--- src/rtl/hand_pkt_pkg.sv ---
// Shared constants and FSM state type for the hand-coordinate packet receiver.
package hand_pkt_pkg;

    localparam logic [7:0] SYNC_BYTE   = 8'hFF;
    localparam int         PAYLOAD_LEN = 6;
    localparam int         COORD_W     = 12;

    typedef enum logic {
        HUNT,
        PAYLOAD
    } pkt_state_t;

endpackage

--- src/rtl/uart_rx_byte.sv ---
// 8N1 UART byte receiver: two-flop synchroniser, mid-bit sampling, stop-bit check.
module uart_rx_byte #(
    parameter int CLKS_PER_BIT = 564
) (
    input  logic       clk,
    input  logic       rst,
    input  logic       rxd,
    output logic [7:0] data,
    output logic       byte_valid,
    output logic       byte_err
);

    localparam int HALF_BIT = (CLKS_PER_BIT / 2 > 0) ? CLKS_PER_BIT / 2 : 1;
    localparam int CNT_W    = $clog2(CLKS_PER_BIT + 1);

    typedef enum logic [1:0] {
        RX_IDLE,
        RX_START,
        RX_DATA,
        RX_STOP
    } rx_state_t;

    rx_state_t        rx_state;
    logic             rx_meta;
    logic             rx_sync;
    logic             rx_last;
    logic [CNT_W-1:0] cnt;
    logic [2:0]       bit_idx;
    logic [7:0]       shift;

    // rx_last lags rx_sync by one cycle so a high-to-low step marks a start bit.
    always_ff @(posedge clk or posedge rst) begin
        if (rst) begin
            rx_meta    <= 1'b1;
            rx_sync    <= 1'b1;
            rx_last    <= 1'b1;
            rx_state   <= RX_IDLE;
            cnt        <= '0;
            bit_idx    <= '0;
            shift      <= '0;
            data       <= '0;
            byte_valid <= 1'b0;
            byte_err   <= 1'b0;
        end else begin
            rx_meta    <= rxd;
            rx_sync    <= rx_meta;
            rx_last    <= rx_sync;
            byte_valid <= 1'b0;
            byte_err   <= 1'b0;
            case (rx_state)
                RX_IDLE: begin
                    if (rx_last && !rx_sync) begin
                        rx_state <= RX_START;
                        cnt      <= '0;
                    end
                end
                RX_START: begin
                    if (cnt == CNT_W'(HALF_BIT - 1)) begin
                        cnt      <= '0;
                        bit_idx  <= '0;
                        rx_state <= rx_sync ? RX_IDLE : RX_DATA;
                    end else begin
                        cnt <= cnt + 1'b1;
                    end
                end
                RX_DATA: begin
                    if (cnt == CNT_W'(CLKS_PER_BIT - 1)) begin
                        cnt     <= '0;
                        shift   <= {rx_sync, shift[7:1]};
                        bit_idx <= bit_idx + 1'b1;
                        if (bit_idx == 3'd7) begin
                            rx_state <= RX_STOP;
                        end
                    end else begin
                        cnt <= cnt + 1'b1;
                    end
                end
                RX_STOP: begin
                    if (cnt == CNT_W'(CLKS_PER_BIT - 1)) begin
                        cnt      <= '0;
                        rx_state <= RX_IDLE;
                        if (rx_sync) begin
                            data       <= shift;
                            byte_valid <= 1'b1;
                        end else begin
                            byte_err <= 1'b1;
                        end
                    end else begin
                        cnt <= cnt + 1'b1;
                    end
                end
                default: rx_state <= RX_IDLE;
            endcase
        end
    end

endmodule

--- src/rtl/hand_packet_receiver.sv ---
// Hunts for an 0xFF sync preamble, assembles a six-byte coordinate payload and
// latches four 12-bit hand coordinates; flags stale data when packets stop.
module hand_packet_receiver
    import hand_pkt_pkg::*;
#(
    parameter int CLKS_PER_BIT = 564,
    parameter int SYNC_LEN     = 3,
    parameter int STALE_CYCLES = 4_194_304
) (
    input  logic               clk_65mhz,
    input  logic               sys_rst,
    input  logic               rxd_in,
    output logic [COORD_W-1:0] hand_x_left_top,
    output logic [COORD_W-1:0] hand_y_left_top,
    output logic [COORD_W-1:0] hand_x_left_bottom,
    output logic [COORD_W-1:0] hand_y_left_bottom,
    output logic               coords_valid,
    output logic               frame_err,
    output logic               stale
);

    localparam int SYNC_W  = $clog2(SYNC_LEN + 1);
    localparam int IDX_W   = $clog2(PAYLOAD_LEN);
    localparam int STALE_W = $clog2(STALE_CYCLES + 1);
    localparam int ABORT_IDX = 3;

    logic [7:0] rx_data;
    logic       byte_valid;
    logic       byte_err;

    uart_rx_byte #(
        .CLKS_PER_BIT(CLKS_PER_BIT)
    ) u_rx (
        .clk       (clk_65mhz),
        .rst       (sys_rst),
        .rxd       (rxd_in),
        .data      (rx_data),
        .byte_valid(byte_valid),
        .byte_err  (byte_err)
    );

    pkt_state_t          state;
    logic [SYNC_W-1:0]   sync_cnt;
    logic [IDX_W-1:0]    idx;
    logic [7:0]          pay [0:PAYLOAD_LEN-2];
    logic [STALE_W-1:0]  stale_cnt;

    // P5 is never stored: the final byte is consumed straight from the receiver
    // so all four coordinates update together one cycle after it arrives.
    always_ff @(posedge clk_65mhz or posedge sys_rst) begin
        if (sys_rst) begin
            state              <= HUNT;
            sync_cnt           <= '0;
            idx                <= '0;
            for (int i = 0; i < PAYLOAD_LEN - 1; i++) begin
                pay[i] <= '0;
            end
            hand_x_left_top    <= '0;
            hand_y_left_top    <= '0;
            hand_x_left_bottom <= '0;
            hand_y_left_bottom <= '0;
            coords_valid       <= 1'b0;
            frame_err          <= 1'b0;
            stale_cnt          <= STALE_W'(STALE_CYCLES);
        end else begin
            coords_valid <= 1'b0;
            frame_err    <= 1'b0;
            if (stale_cnt != STALE_W'(STALE_CYCLES)) begin
                stale_cnt <= stale_cnt + 1'b1;
            end
            if (byte_err) begin
                frame_err <= 1'b1;
                state     <= HUNT;
                sync_cnt  <= '0;
                idx       <= '0;
            end else if (byte_valid) begin
                if (state == HUNT) begin
                    if (rx_data == SYNC_BYTE) begin
                        if (sync_cnt != SYNC_W'(SYNC_LEN)) begin
                            sync_cnt <= sync_cnt + 1'b1;
                        end
                    end else if (sync_cnt == SYNC_W'(SYNC_LEN)) begin
                        pay[0]   <= rx_data;
                        idx      <= IDX_W'(1);
                        sync_cnt <= '0;
                        state    <= PAYLOAD;
                    end else begin
                        sync_cnt <= '0;
                    end
                end else begin
                    // An 0xFF where P3 belongs means a new preamble has started.
                    if (idx == IDX_W'(ABORT_IDX) && rx_data == SYNC_BYTE) begin
                        frame_err <= 1'b1;
                        state     <= HUNT;
                        sync_cnt  <= SYNC_W'(1);
                        idx       <= '0;
                    end else if (idx == IDX_W'(PAYLOAD_LEN - 1)) begin
                        hand_x_left_top    <= {pay[0], pay[2][7:4]};
                        hand_y_left_top    <= {pay[2][3:0], pay[1]};
                        hand_x_left_bottom <= {pay[3], rx_data[7:4]};
                        hand_y_left_bottom <= {rx_data[3:0], pay[4]};
                        coords_valid       <= 1'b1;
                        stale_cnt          <= '0;
                        state              <= HUNT;
                        sync_cnt           <= '0;
                        idx                <= '0;
                    end else begin
                        pay[idx] <= rx_data;
                        idx      <= idx + 1'b1;
                    end
                end
            end
        end
    end

    assign stale = (stale_cnt == STALE_W'(STALE_CYCLES));

endmodule

--- config.mk ---
export PLATFORM = sky130hd
export DESIGN_NAME = hand_packet_receiver
export DESIGN_NICKNAME = d
export VERILOG_FILES = /design/src/rtl/hand_pkt_pkg.sv /design/src/rtl/uart_rx_byte.sv /design/src/rtl/hand_packet_receiver.sv
export SDC_FILE = /design/constraint.sdc
export NUM_CORES = 1
export LEC_CHECK = 0
export BUFFER_PORTS_ARGS = -buffer_cell sky130_fd_sc_hd__buf_4
export CORE_ASPECT_RATIO = 0.8
export CORE_MARGIN = 4
export CORE_UTILIZATION = 45
export DETAILED_ROUTE_END_ITERATION = 7
export GPL_TIMING_DRIVEN = 0
export PLACE_DENSITY = 0.64
export SETUP_SLACK_MARGIN = 0.05
export SYNTH_ARGS = -nofsm -noshare
export SYNTH_HDL_FRONTEND = slang
export SYNTH_SLANG_ARGS = --single-unit
--- constraint.sdc ---
create_clock -name clk_65mhz -period 6.25 [get_ports clk_65mhz]
set_input_delay 0.3125 -clock clk_65mhz [delete_from_list [all_inputs] [get_ports clk_65mhz]]
set_output_delay 0.3125 -clock clk_65mhz [all_outputs]
set_load 0.01 [all_outputs]
# Word-level counts from Yosys, hierarchy flattened
# Index checks and enable logic that the tools add are counted.
[totals] register_bits=155 input_bits=3 out_inout_bits=51 word_cells=143
[op_classes] addsub=5 magnitude_cmp=2 n_eq_ne=24 mux=64 bitwise_logic=4 n_reduce_logical=19
[ops] operator="23-bit two-way mux" n=6
[ops] operator="40-bit two-way mux" n=2
[ops] operator="40-bit bitwise mux" n=1
[ops] operator="8-bit two-way mux" n=4
[ops] operator="10-bit two-way mux" n=3
[ops] operator="10-bit one-hot mux with 3 select lines" n=1
[ops] operator="3-bit two-way mux" n=9
[ops] operator="2-bit two-way mux" n=13
[ops] operator="8-bit demux with 3-bit select" n=1
[ops] operator="23-bit by 1-bit adder with 23-bit output (second input constant)" n=1
[ops] operator="23-bit == test (second input constant)" n=1
[ops] operator="23-bit inequality test (second input constant)" n=1
[ops] operator="1-bit two-way mux" n=22
[ops] operator="5-bit AND reduction" n=3
[ops] operator="3-bit AND reduction" n=4
[ops] operator="10-bit by 1-bit adder with 10-bit output (second input constant)" n=1
[ops] operator="10-bit == test (second input constant)" n=1
[ops] operator="10-bit by 9-bit == test with 1-bit output (second input constant)" n=1
[ops] operator="2-bit by 1-bit inequality test with 1-bit output (second input constant)" n=5
[ops] operator="8-bit == test (second input constant)" n=1
[ops] operator="2-bit inequality test (second input constant)" n=4
[ops] operator="2-bit one-hot mux with 4 select lines" n=1
[ops] operator="3-bit by 1-bit adder with 3-bit output (second input constant)" n=2
[ops] operator="2-bit == test (second input constant)" n=3
[ops] operator="20 further kinds" n=27

# Longest topological paths before layout
# Gate-level depths: netlist (run 1).
[depth] depth_word=9 depth_mapped=11

# Modules after synthesis
# A second synthesis (run 1) with hierarchy kept.
[hier_totals] hier_cells=532 area_unflattened_um2=7084.3
[modules_own_cells] mod="hand_packet_receiver" instances=1 cells_each=385 area_each_um2=5313.8
[modules_own_cells] mod="uart_rx_byte" instances=1 cells_each=147 area_each_um2=1770.4

# Worst setup path before layout (run 1)
# Ideal clock, no wire load.
[synth_path] path_type="reg2reg" start="register idx[0]" end="register pay[0] (netlist name)" setup_ns=0.125 t_arrival_ns=2.303 required_ns=6.125 setup_slack_ns=3.821 path_stages_with_launch=11 path_buffers=3 synth_period_minus_slack_ns=2.429 path_cell_list="dfrtp_1 -> clkbuf_1 -> and2_1 -> ha_1 -> inv_1 -> nor3_2 -> or2_1 -> buf_2 -> or4_4 -> buf_6 -> mux2_4"
[synth_via] elab_chain_len=6 word_cells_on_any_way=13 classes_between="order compare (2); eq/ne (2); mux (3); bitwise (3); reduce/logical (3)"
[synth_rtl] item="start: declaration" line="hand_packet_receiver.sv:44" text="logic [IDX_W-1:0] idx;"
[synth_rtl] item="start signal: assignment" line="hand_packet_receiver.sv:109" text="idx <= idx + 1'b1;"
[synth_rtl] item="3-bit inverter with 4-bit output (not written as such)" line="hand_packet_receiver.sv:108" text="pay[idx] <= rx_data;"
[synth_rtl] item="4-bit >= comparator (not written as such) or 4-bit by 1-bit < comparator with 1-bit output (tied branches)" line="hand_packet_receiver.sv:108"
[synth_rtl] item="1-bit logical AND (not written as such)" line="hand_packet_receiver.sv:108"
[synth_rtl] item="8-bit two-way mux (not written as such)" line="hand_packet_receiver.sv:108"
[synth_rtl] item="8-bit demux with 3-bit select" line="hand_packet_receiver.sv:108"
[synth_rtl] item="40-bit bitwise mux" line="hand_packet_receiver.sv:108"
[synth_rtl] item="end signal: indexed assignment" line="hand_packet_receiver.sv:108"
[synth_rtl] item="end: declaration" line="hand_packet_receiver.sv:45" text="logic [7:0] pay [0:PAYLOAD_LEN-2];"
# Parallel ways exist; a longest one is shown, timed or not.
# A chain may end at the register's enable or synchronous reset.

# Final worst setup path (run 1)
[layout_path] start="register idx[0]" end="register pay[37] (netlist name)"
[layout_via] elab_chain_len=9 word_cells_on_any_way=16 classes_between="order compare (2); eq/ne (4); mux (6); bitwise (1); reduce/logical (3)"
[layout_rtl] item="3-bit inverter with 4-bit output (not written as such)" line="hand_packet_receiver.sv:108"
[layout_rtl] item="4-bit >= comparator (not written as such) or 4-bit by 1-bit < comparator with 1-bit output (tied branches)" line="hand_packet_receiver.sv:108"
[layout_rtl] item="1-bit logical AND (not written as such)" line="hand_packet_receiver.sv:108"
[layout_rtl] item="8-bit two-way mux (not written as such)" line="hand_packet_receiver.sv:108"
[layout_rtl] item="8-bit demux with 3-bit select" line="hand_packet_receiver.sv:108"
[layout_rtl] item="40-bit bitwise mux" line="hand_packet_receiver.sv:108"
[layout_rtl] item="40-bit two-way mux" line="hand_packet_receiver.sv:97" text="end else if (idx == IDX_W'(PAYLOAD_LEN - 1)) begin"
[layout_rtl] item="40-bit two-way mux" line="hand_packet_receiver.sv:92" text="if (idx == IDX_W'(ABORT_IDX) && rx_data == SYNC_BYTE) begin"
[layout_rtl] item="8-bit two-way mux" line="hand_packet_receiver.sv:77" text="if (state == HUNT) begin"
# Parallel ways exist; a longest one is shown, timed or not. The select of a mux whose other input is x is not followed.

==> parameters.txt, run 1 <==
Parameter                              Value

Outcome
  Outcome    complete, no violations

Detailed routing
  Count of unresolved DRC violations after routing    0
  Initial DRC Count    242
  Vias per cell    5.204
  Antenna viol nets, final    0
  Post-Route WL    13,580 um
  First-pass iteration count of the detailed router    4
  Routed length per instance    15.54 um
  Count of vias placed by the detailed router    4,548

STA
  Final count of pins violating max slew    0
  Worst-case clock skew    0.007828 ns
  Unrepaired setup endpoints after global routing    no
  Worst-margin pin slew    0.9630 ns
  Final Hold Fails    0
  Final worst-path cycle share    43.73%
  Slew headroom    35.21%
  Setup TNS    0 ns
  Max Fclk    365.9 MHz
  Clock period minus final worst setup slack    2.733 ns
  Setup-violating endpoint count in the final report    0

Global routing
  Busiest layer in global routing    met2
  Overall Global Routing Usage    17.83%
  Global-route wire length before repair    23,360 um
  Grt met2 use    27.22%
  Number of global-route vias before repair    4,584
  Initial antenna violation count    0
  GRT Residual Overflow    0
  Met3 track utilization from global routing    4.549%
  Pin count of the biggest net entering global routing    82
  Met1 GRT Util    24.97%

Placement
  DPL Wire Length    9270 um
  Number of port buffers    53
  Cell count after placement    844
  Last weighted congestion value of the routability-driven placer    0.8748

Critical path
  Worst-path fanout max    10
  Worst Path Class, Setup    reg2reg
  Launch point of the worst path    idx[0]
  Setup slack on the worst flop-to-flop path    3.52 ns
  Endpoint class of the critical path    flip-flop
  Worst flop-to-flop path endpoint    pay[37]
  Required time at the endpoint of the critical path    6.56 ns
  Worst Reg2Reg Path Length in Cells    9
  Start of the worst register-to-register path    idx[0]
  Arrival time of the worst setup path    3.04 ns
  Startpoint kind of the worst setup timing path    flip-flop
  Capture point of the worst path    pay[37]

Yosys
  Portion of synthesized cell area occupied by the leading cell type    56.60%
  Async SR Flop Fraction    100.0%
  Cell type with the largest total area after synthesis    sky130_fd_sc_hd__dfrtp_1
  Fraction of the mapped netlist area in adder cells    2.249%
  Top area cells in the synthesized netlist    sky130_fd_sc_hd__dfrtp_1 57%, sky130_fd_sc_hd__nand2_1 9.4%, sky130_fd_sc_hd__mux2_2 7.9%
  Summed instance area of the synthesized netlist    0.006676 sq mm
  Post-synthesis net count    621
  Count of distinct cell types in the synthesized netlist    58
  Share of synthesized area occupied by flip-flops and latches    58.17%
  Compound-Gate Fraction of Synth Area    5.528%
  Xor/xnor share of the synthesized area    2.755%
  Post-Synthesis Mean Instance Area    11.02 sq um
  Post-synth EDFFs    0
  Mux contribution to synthesized area    10.03%
  Post-Synth Simple-Gate Area    18.65%
  Count of state elements after synthesis    155
  Combinational family with the most area after synthesis    simple AND/OR/NAND/NOR gates
  Most used flip-flop cell after synthesis    sky130_fd_sc_hd__dfrtp_1
  Cell count after synthesis    606
  Warning count from the yosys run    0

Layout
  Non-filler cells, final    874
  Layout Nets    695
  Layout cells sized above 1    23.48%
  ANT cells    0
  Relative area change from synthesis to final layout    18.53%

Clocking
  Count of instances resized after the clock tree is built    0
  Number of setup buffers added after CTS    0
  Number of buffers created by CTS    17
  H-Tree Depth    4
  Clock Sinks    155
  CTS Hold Bufs    1
  Clk buf depth    2
  Clock tree from TritonCTS    yes
  Clock root buffer master    sky130_fd_sc_hd__clkbuf_16
  Clock edge transition at the registers on the reported setup and hold paths    0.06 ns
  Worst-Skew Late Latency    0.42 ns

Power
  Peak supply drop    0.0001988 V
  Leakage power summed over all cells    4.019 nW
  Pwr/cell area    280.1 mW/mm^2

Run
  Max-Cap Viols    0

Hold path
  Class of the tightest hold or removal check    in2async

Floorplan
  Number of placement rows    39
  Die Wd    144.2 um
  Boundary pin count    54
  Floorplan core area    0.01440 sq mm
  Initial Utilization    46.38%
  DIE AREA    0.01686 sq mm
  Die span in y    116.9 um
-- state kept, by name (all words and copies together), names as in the netlist, 2 cells and up, named ones only --
signal              count
hand_x_left_bottom     12
hand_x_left_top        12
hand_y_left_bottom     12
hand_y_left_top        12
idx                     3
pay                    40
stale_cnt              23
sync_cnt                2
u_rx.bit_idx            3
u_rx.cnt               10
u_rx.data               8
u_rx.shift              8
-- critical path: stages (launching register included) --
cell and delay (ns):
sky130_fd_sc_hd__dfrtp_1 0.37, sky130_fd_sc_hd__clkbuf_1 0.26, sky130_fd_sc_hd__and2_1 0.23, sky130_fd_sc_hd__ha_1 0.20, sky130_fd_sc_hd__inv_1 0.09, sky130_fd_sc_hd__nor3_2 0.07
sky130_fd_sc_hd__or2_1 0.23, sky130_fd_sc_hd__buf_2 0.17, sky130_fd_sc_hd__o41ai_4 0.60, sky130_fd_sc_hd__mux2_2 0.41
-- logic make-up after synthesis --
family	count (synthesis)
adders and majority gates	12
and+or+nand+nor	267
muxes	57
AOI/OAI and AO/OA	54
xor gates and xnor gates	21
DFF	155
buffers and inverters	40
-- area by class of cell --
cell class / instances / area [sq um]
multi-input cells: 411 / 2618
plain buffers: 23 / 111.4
repair buffers: 55 / 435.4
fillers: 1242 / 6481
clock inverters: 7 / 92.59
clock buffers: 22 / 474.2
inverters: 17 / 68.82
flip-flops and latches: 155 / 3884
well taps: 184 / 230.2
-- cell usage in the layout (no fill, tap or decap), types with 11 or more instances in the layout --
cell                        count
sky130_fd_sc_hd__a21oi_1       12
sky130_fd_sc_hd__buf_4         54
sky130_fd_sc_hd__clkbuf_1      17
sky130_fd_sc_hd__clkbuf_16     17
sky130_fd_sc_hd__dfrtp_1      151
sky130_fd_sc_hd__ha_1          12
sky130_fd_sc_hd__inv_1         15
sky130_fd_sc_hd__mux2_2        47
sky130_fd_sc_hd__nand2_1      167
sky130_fd_sc_hd__nand3_1       11
sky130_fd_sc_hd__nand4_1       15
sky130_fd_sc_hd__nor2_1        28
sky130_fd_sc_hd__o21ai_0       14
sky130_fd_sc_hd__xor2_1        15
-- worst min-delay path by stage --
stage,slack (ns),endpoint,start,cells after the start
2_1_floorplan,0.32,u_rx.rx_meta,rxd_in,0
3_3_place_gp,0.35,u_rx.rx_sync,u_rx.rx_meta,0
3_5_place_dp,0.35,u_rx.rx_sync,u_rx.rx_meta,0
4_1_cts,0.04,u_rx.cnt[3],sys_rst,2
5_1_grt,0.08,u_rx.cnt[3],sys_rst,2
6_report,0.03,u_rx.cnt[3],sys_rst,2
-- per-stage QoR --
step                total power [W]  hold WS (ns)  util [%]  area (sq um)  setup WS, ns
floorplan                  0.001195        0.3170         -          6676         1.766
CTS                        0.002246       0.04247     54.98          7914         3.518
global route               0.002323       0.08327     54.98          7914         3.263
global placement           0.001229        0.3459     50.74          7305        0.2219
finish                     0.002216       0.03017     54.98          7914         3.517
detailed placement         0.001244        0.3473     50.97          7337         3.528
-- routing by layer --
layer  vias up  routed length, um
met5         -                  0
met4         0                167
met2        74               6198
met1      2262               6652
met3        13                562
li1       2199                  -
-- where the power goes --
group          leakage [nW]  internal [W]  switching (W)
logic                  1.62     0.0000608       0.000122
registers              2.13       0.00102      0.0000211
clock network         0.270      0.000610       0.000377
-- synth_stat cells, types with 2 or more instances --
library cell and count:
sky130_fd_sc_hd__a211oi_1 2, sky130_fd_sc_hd__a21oi_1 12, sky130_fd_sc_hd__a31oi_1 9, sky130_fd_sc_hd__and2_1 3, sky130_fd_sc_hd__and3_1 8, sky130_fd_sc_hd__buf_2 4, sky130_fd_sc_hd__buf_6 2, sky130_fd_sc_hd__clkbuf_1 15
sky130_fd_sc_hd__dfrtp_1 151, sky130_fd_sc_hd__dfstp_2 4, sky130_fd_sc_hd__ha_1 12, sky130_fd_sc_hd__inv_1 16, sky130_fd_sc_hd__mux2_2 47, sky130_fd_sc_hd__mux2_4 8, sky130_fd_sc_hd__mux2i_1 2, sky130_fd_sc_hd__nand2_1 167
sky130_fd_sc_hd__nand2b_1 4, sky130_fd_sc_hd__nand3_1 11, sky130_fd_sc_hd__nand3b_1 2, sky130_fd_sc_hd__nand4_1 15, sky130_fd_sc_hd__nor2_1 28, sky130_fd_sc_hd__nor3_1 4, sky130_fd_sc_hd__nor4_1 5, sky130_fd_sc_hd__nor4b_1 3
sky130_fd_sc_hd__nor4b_4 2, sky130_fd_sc_hd__o21ai_0 14, sky130_fd_sc_hd__o22ai_1 2, sky130_fd_sc_hd__o31ai_1 3, sky130_fd_sc_hd__or3_1 3, sky130_fd_sc_hd__xnor2_1 6, sky130_fd_sc_hd__xor2_1 15
Power figures use the tool's default switching activity.
==> run 2, diff against run 1 <==
--- a/config.mk
+++ b/config.mk
@@ -11,7 +11,7 @@
 export CORE_UTILIZATION = 45
 export DETAILED_ROUTE_END_ITERATION = 7
 export GPL_TIMING_DRIVEN = 0
-export PLACE_DENSITY = 0.64
+export PLACE_DENSITY = 0.66
 export SETUP_SLACK_MARGIN = 0.05
 export SYNTH_ARGS = -nofsm -noshare
 export SYNTH_HDL_FRONTEND = slang
==> constraint.sdc (replaced) <==
create_clock -name clk_65mhz -period 2.2 [get_ports clk_65mhz]
set_input_delay 0.11 -clock clk_65mhz [delete_from_list [all_inputs] [get_ports clk_65mhz]]
set_output_delay 0.11 -clock clk_65mhz [all_outputs]
set_load 0.01 [all_outputs]
==> parameters.txt, run 2 (synthesis results as in run 1) <==
Parameter                              Value

Outcome
  Outcome    finished with violations
  Violations in the final reports    setup timing

STA
  Final worst-path cycle share    103.8%
  Setup TNS    -0.6501 ns
  Slew headroom    42.18%
  Final count of pins violating max slew    0
  Unrepaired setup endpoints after global routing    yes
  Final Hold Fails    0
  Smallest setup slack after layout    -0.08362 ns
  Worst-case clock skew    0.006199 ns
  Clock period minus final worst setup slack    2.284 ns
  Setup-violating endpoint count in the final report    15
  Worst-margin pin slew    0.8655 ns
  Max Fclk    437.9 MHz

Layout
  Largest register by flop count    pay
  Layout Nets    729
  Most frequent cells in the layout    167 x sky130_fd_sc_hd__nand2_1, 143 x sky130_fd_sc_hd__dfrtp_1, 83 x sky130_fd_sc_hd__buf_4
  Leading registers by flop count    pay (40), stale_cnt (23)
  Layout cells sized above 1    31.68%
  ANT cells    0
  Most common cell after layout, fill and taps aside    sky130_fd_sc_hd__nand2_1
  Relative area change from synthesis to final layout    27.55%
  Max reg flops    40

Hold path
  Class of the tightest hold or removal check    in2reg
  Worst hold start    rxd_in
  Worst hold path endpoint    u_rx.rx_meta
  Worst Hold Path Cells    2

Detailed routing
  Count of vias placed by the detailed router    4,804
  Post-Route WL    14,770 um
  First-pass iteration count of the detailed router    5
  Antenna viol nets, final    0
  Vias per cell    5.279
  Initial DRC Count    347
  Count of unresolved DRC violations after routing    0
  Routed length per instance    16.23 um

Clocking
  Clk buf depth    2
  Worst-Skew Late Latency    0.42 ns
  Clock edge transition at the registers on the reported setup and hold paths    0.06 ns
  Number of buffers created by CTS    17
  H-Tree Depth    4
  Clock root buffer master    sky130_fd_sc_hd__clkbuf_16
  Clock Sinks    155
  Clock tree from TritonCTS    yes

Placement
  DP Worst Slack    -0.3595 ns
  Last weighted congestion value of the routability-driven placer    0.8499
  DPL Wire Length    9673 um
  Number of port buffers    53

Critical path
  CP max stage cell    sky130_fd_sc_hd__or4_4
  Endpoint class of the critical path    flip-flop
  Worst-path fanout max    8
  Critical-path cell list    and2_4 -> ha_4 -> inv_4 -> nor3_4 -> or2_1 -> buf_6 -> or4_4 -> buf_12 -> mux2_4
  Family with the most delay on the worst path    simple AND/OR/NAND/NOR gates
  Sum of buffers and inverters on the critical path    3
  Setup slack on the worst flop-to-flop path    -0.08 ns
  Arrival time of the worst setup path    2.58 ns
  Start of the worst register-to-register path    idx[0]
  Startpoint kind of the worst setup timing path    flip-flop
  Worst stage delay on the critical path    0.50 ns
  Worst Path Class, Setup    reg2reg
  Worst Reg2Reg Path Length in Cells    9
  Required time at the endpoint of the critical path    2.50 ns
  Worst flop-to-flop path endpoint    pay[0]

Global routing
  Number of global-route vias before repair    4,895
  Global-route wire length before repair    24,650 um
  Overall Global Routing Usage    18.67%
  Initial antenna violation count    0
  Pin count of the biggest net entering global routing    45
  GRT Residual Overflow    0

Floorplan
  DIE AREA    0.01686 sq mm
  Boundary pin count    54
  Die Wd    144.2 um
  Die span in y    116.9 um
  Initial Utilization    46.38%
  Floorplan core area    0.01440 sq mm
  Number of placement rows    39

Power
  Leakage power summed over all cells    4.324 nW
  Peak supply drop    0.0008676 V
  Pwr/cell area    760.9 mW/mm^2

Run
  Max-Cap Viols    0
[run 2: cell count changes in the layout (fill, tap and decap cells not counted), sizes merged]
cell / before / now
buf: 61 / 97
inv: 17 / 18
clkinv: 2 / 4
bufinv: 2 / 3
clkbuf: 38 / 33
dlygate4sd3: 1 / 2
[run 2: layout make-up]
cell class	instances	area [sq um]
well taps	184	230.2
plain buffers	21	147.6
repair buffers	91	770.7
fillers	1131	5879
clock inverters	11	142.6
flip-flops and latches	155	3894
multi-input cells	411	2801
clock buffers	20	456.7
inverters	17	72.57
[run 2: repair_timing]
item | 4_1_cts | 5_1_grt
cloned | 0 | 0
endpoints found under the setup margin | 125 | 133
setup buffers | 7 | 26
pin swaps | 3 | 11
endpoints found under the hold margin | 38 | 0
resized for setup | 45 | 16
hold buffers | 2 | 0
[run 2: worst max-delay path by stage]
stage | start | endpoint | slack [ns] | cells past startpoint
6_report | idx[0] | pay[0] | -0.08 | 9
2_1_floorplan | idx[1] | pay[0] | -0.04 | 10
3_3_place_gp | sys_rst | u_rx.cnt[1] | -0.70 | 2
4_1_cts | idx[0] | pay[0] | -0.09 | 10
3_5_place_dp | idx[2] | pay[16] | -0.36 | 9
5_1_grt | idx[0] | pay[5] | -0.14 | 9
[run 2: power breakdown]
part / total, W / internal [W] / switching [W]
clock network: 0.00295 / 0.00184 / 0.00111
logic: 0.000568 / 0.000203 / 0.000364
registers: 0.00297 / 0.00291 / 0.0000569
total: 0.00648 / 0.00495 / 0.00153
[run 2: per-stage QoR]
step / hold slack [ns] / util [%] / cells / cell area, sq um / power [W]
after floorplan: 0.1145 / - / 606 / 6755 / 0.003396
after global placement: 0.2193 / 51.29 / 843 / 7383 / 0.003488
after detailed placement: 0.2203 / 51.71 / 846 / 7443 / 0.003530
after CTS: 0.3269 / 57.52 / 886 / 8280 / 0.006509
after global routing: 0.3518 / 59.16 / 910 / 8516 / 0.006741
final: 0.3455 / 59.16 / 910 / 8516 / 0.006479
[run 2: metal layers]
| metal | vias up | track usage (%) | part of all wire, % |
|---|---|---|---|
| met2 | 99 | 30.56 | 48 |
| met1 | 2404 | 25.01 | 47 |
| met5 | - | 0 | 0 |
| li1 | 2279 | - | - |
| met4 | 0 | 4.288 | 1.3 |
| met3 | 22 | 5.402 | 4.2 |
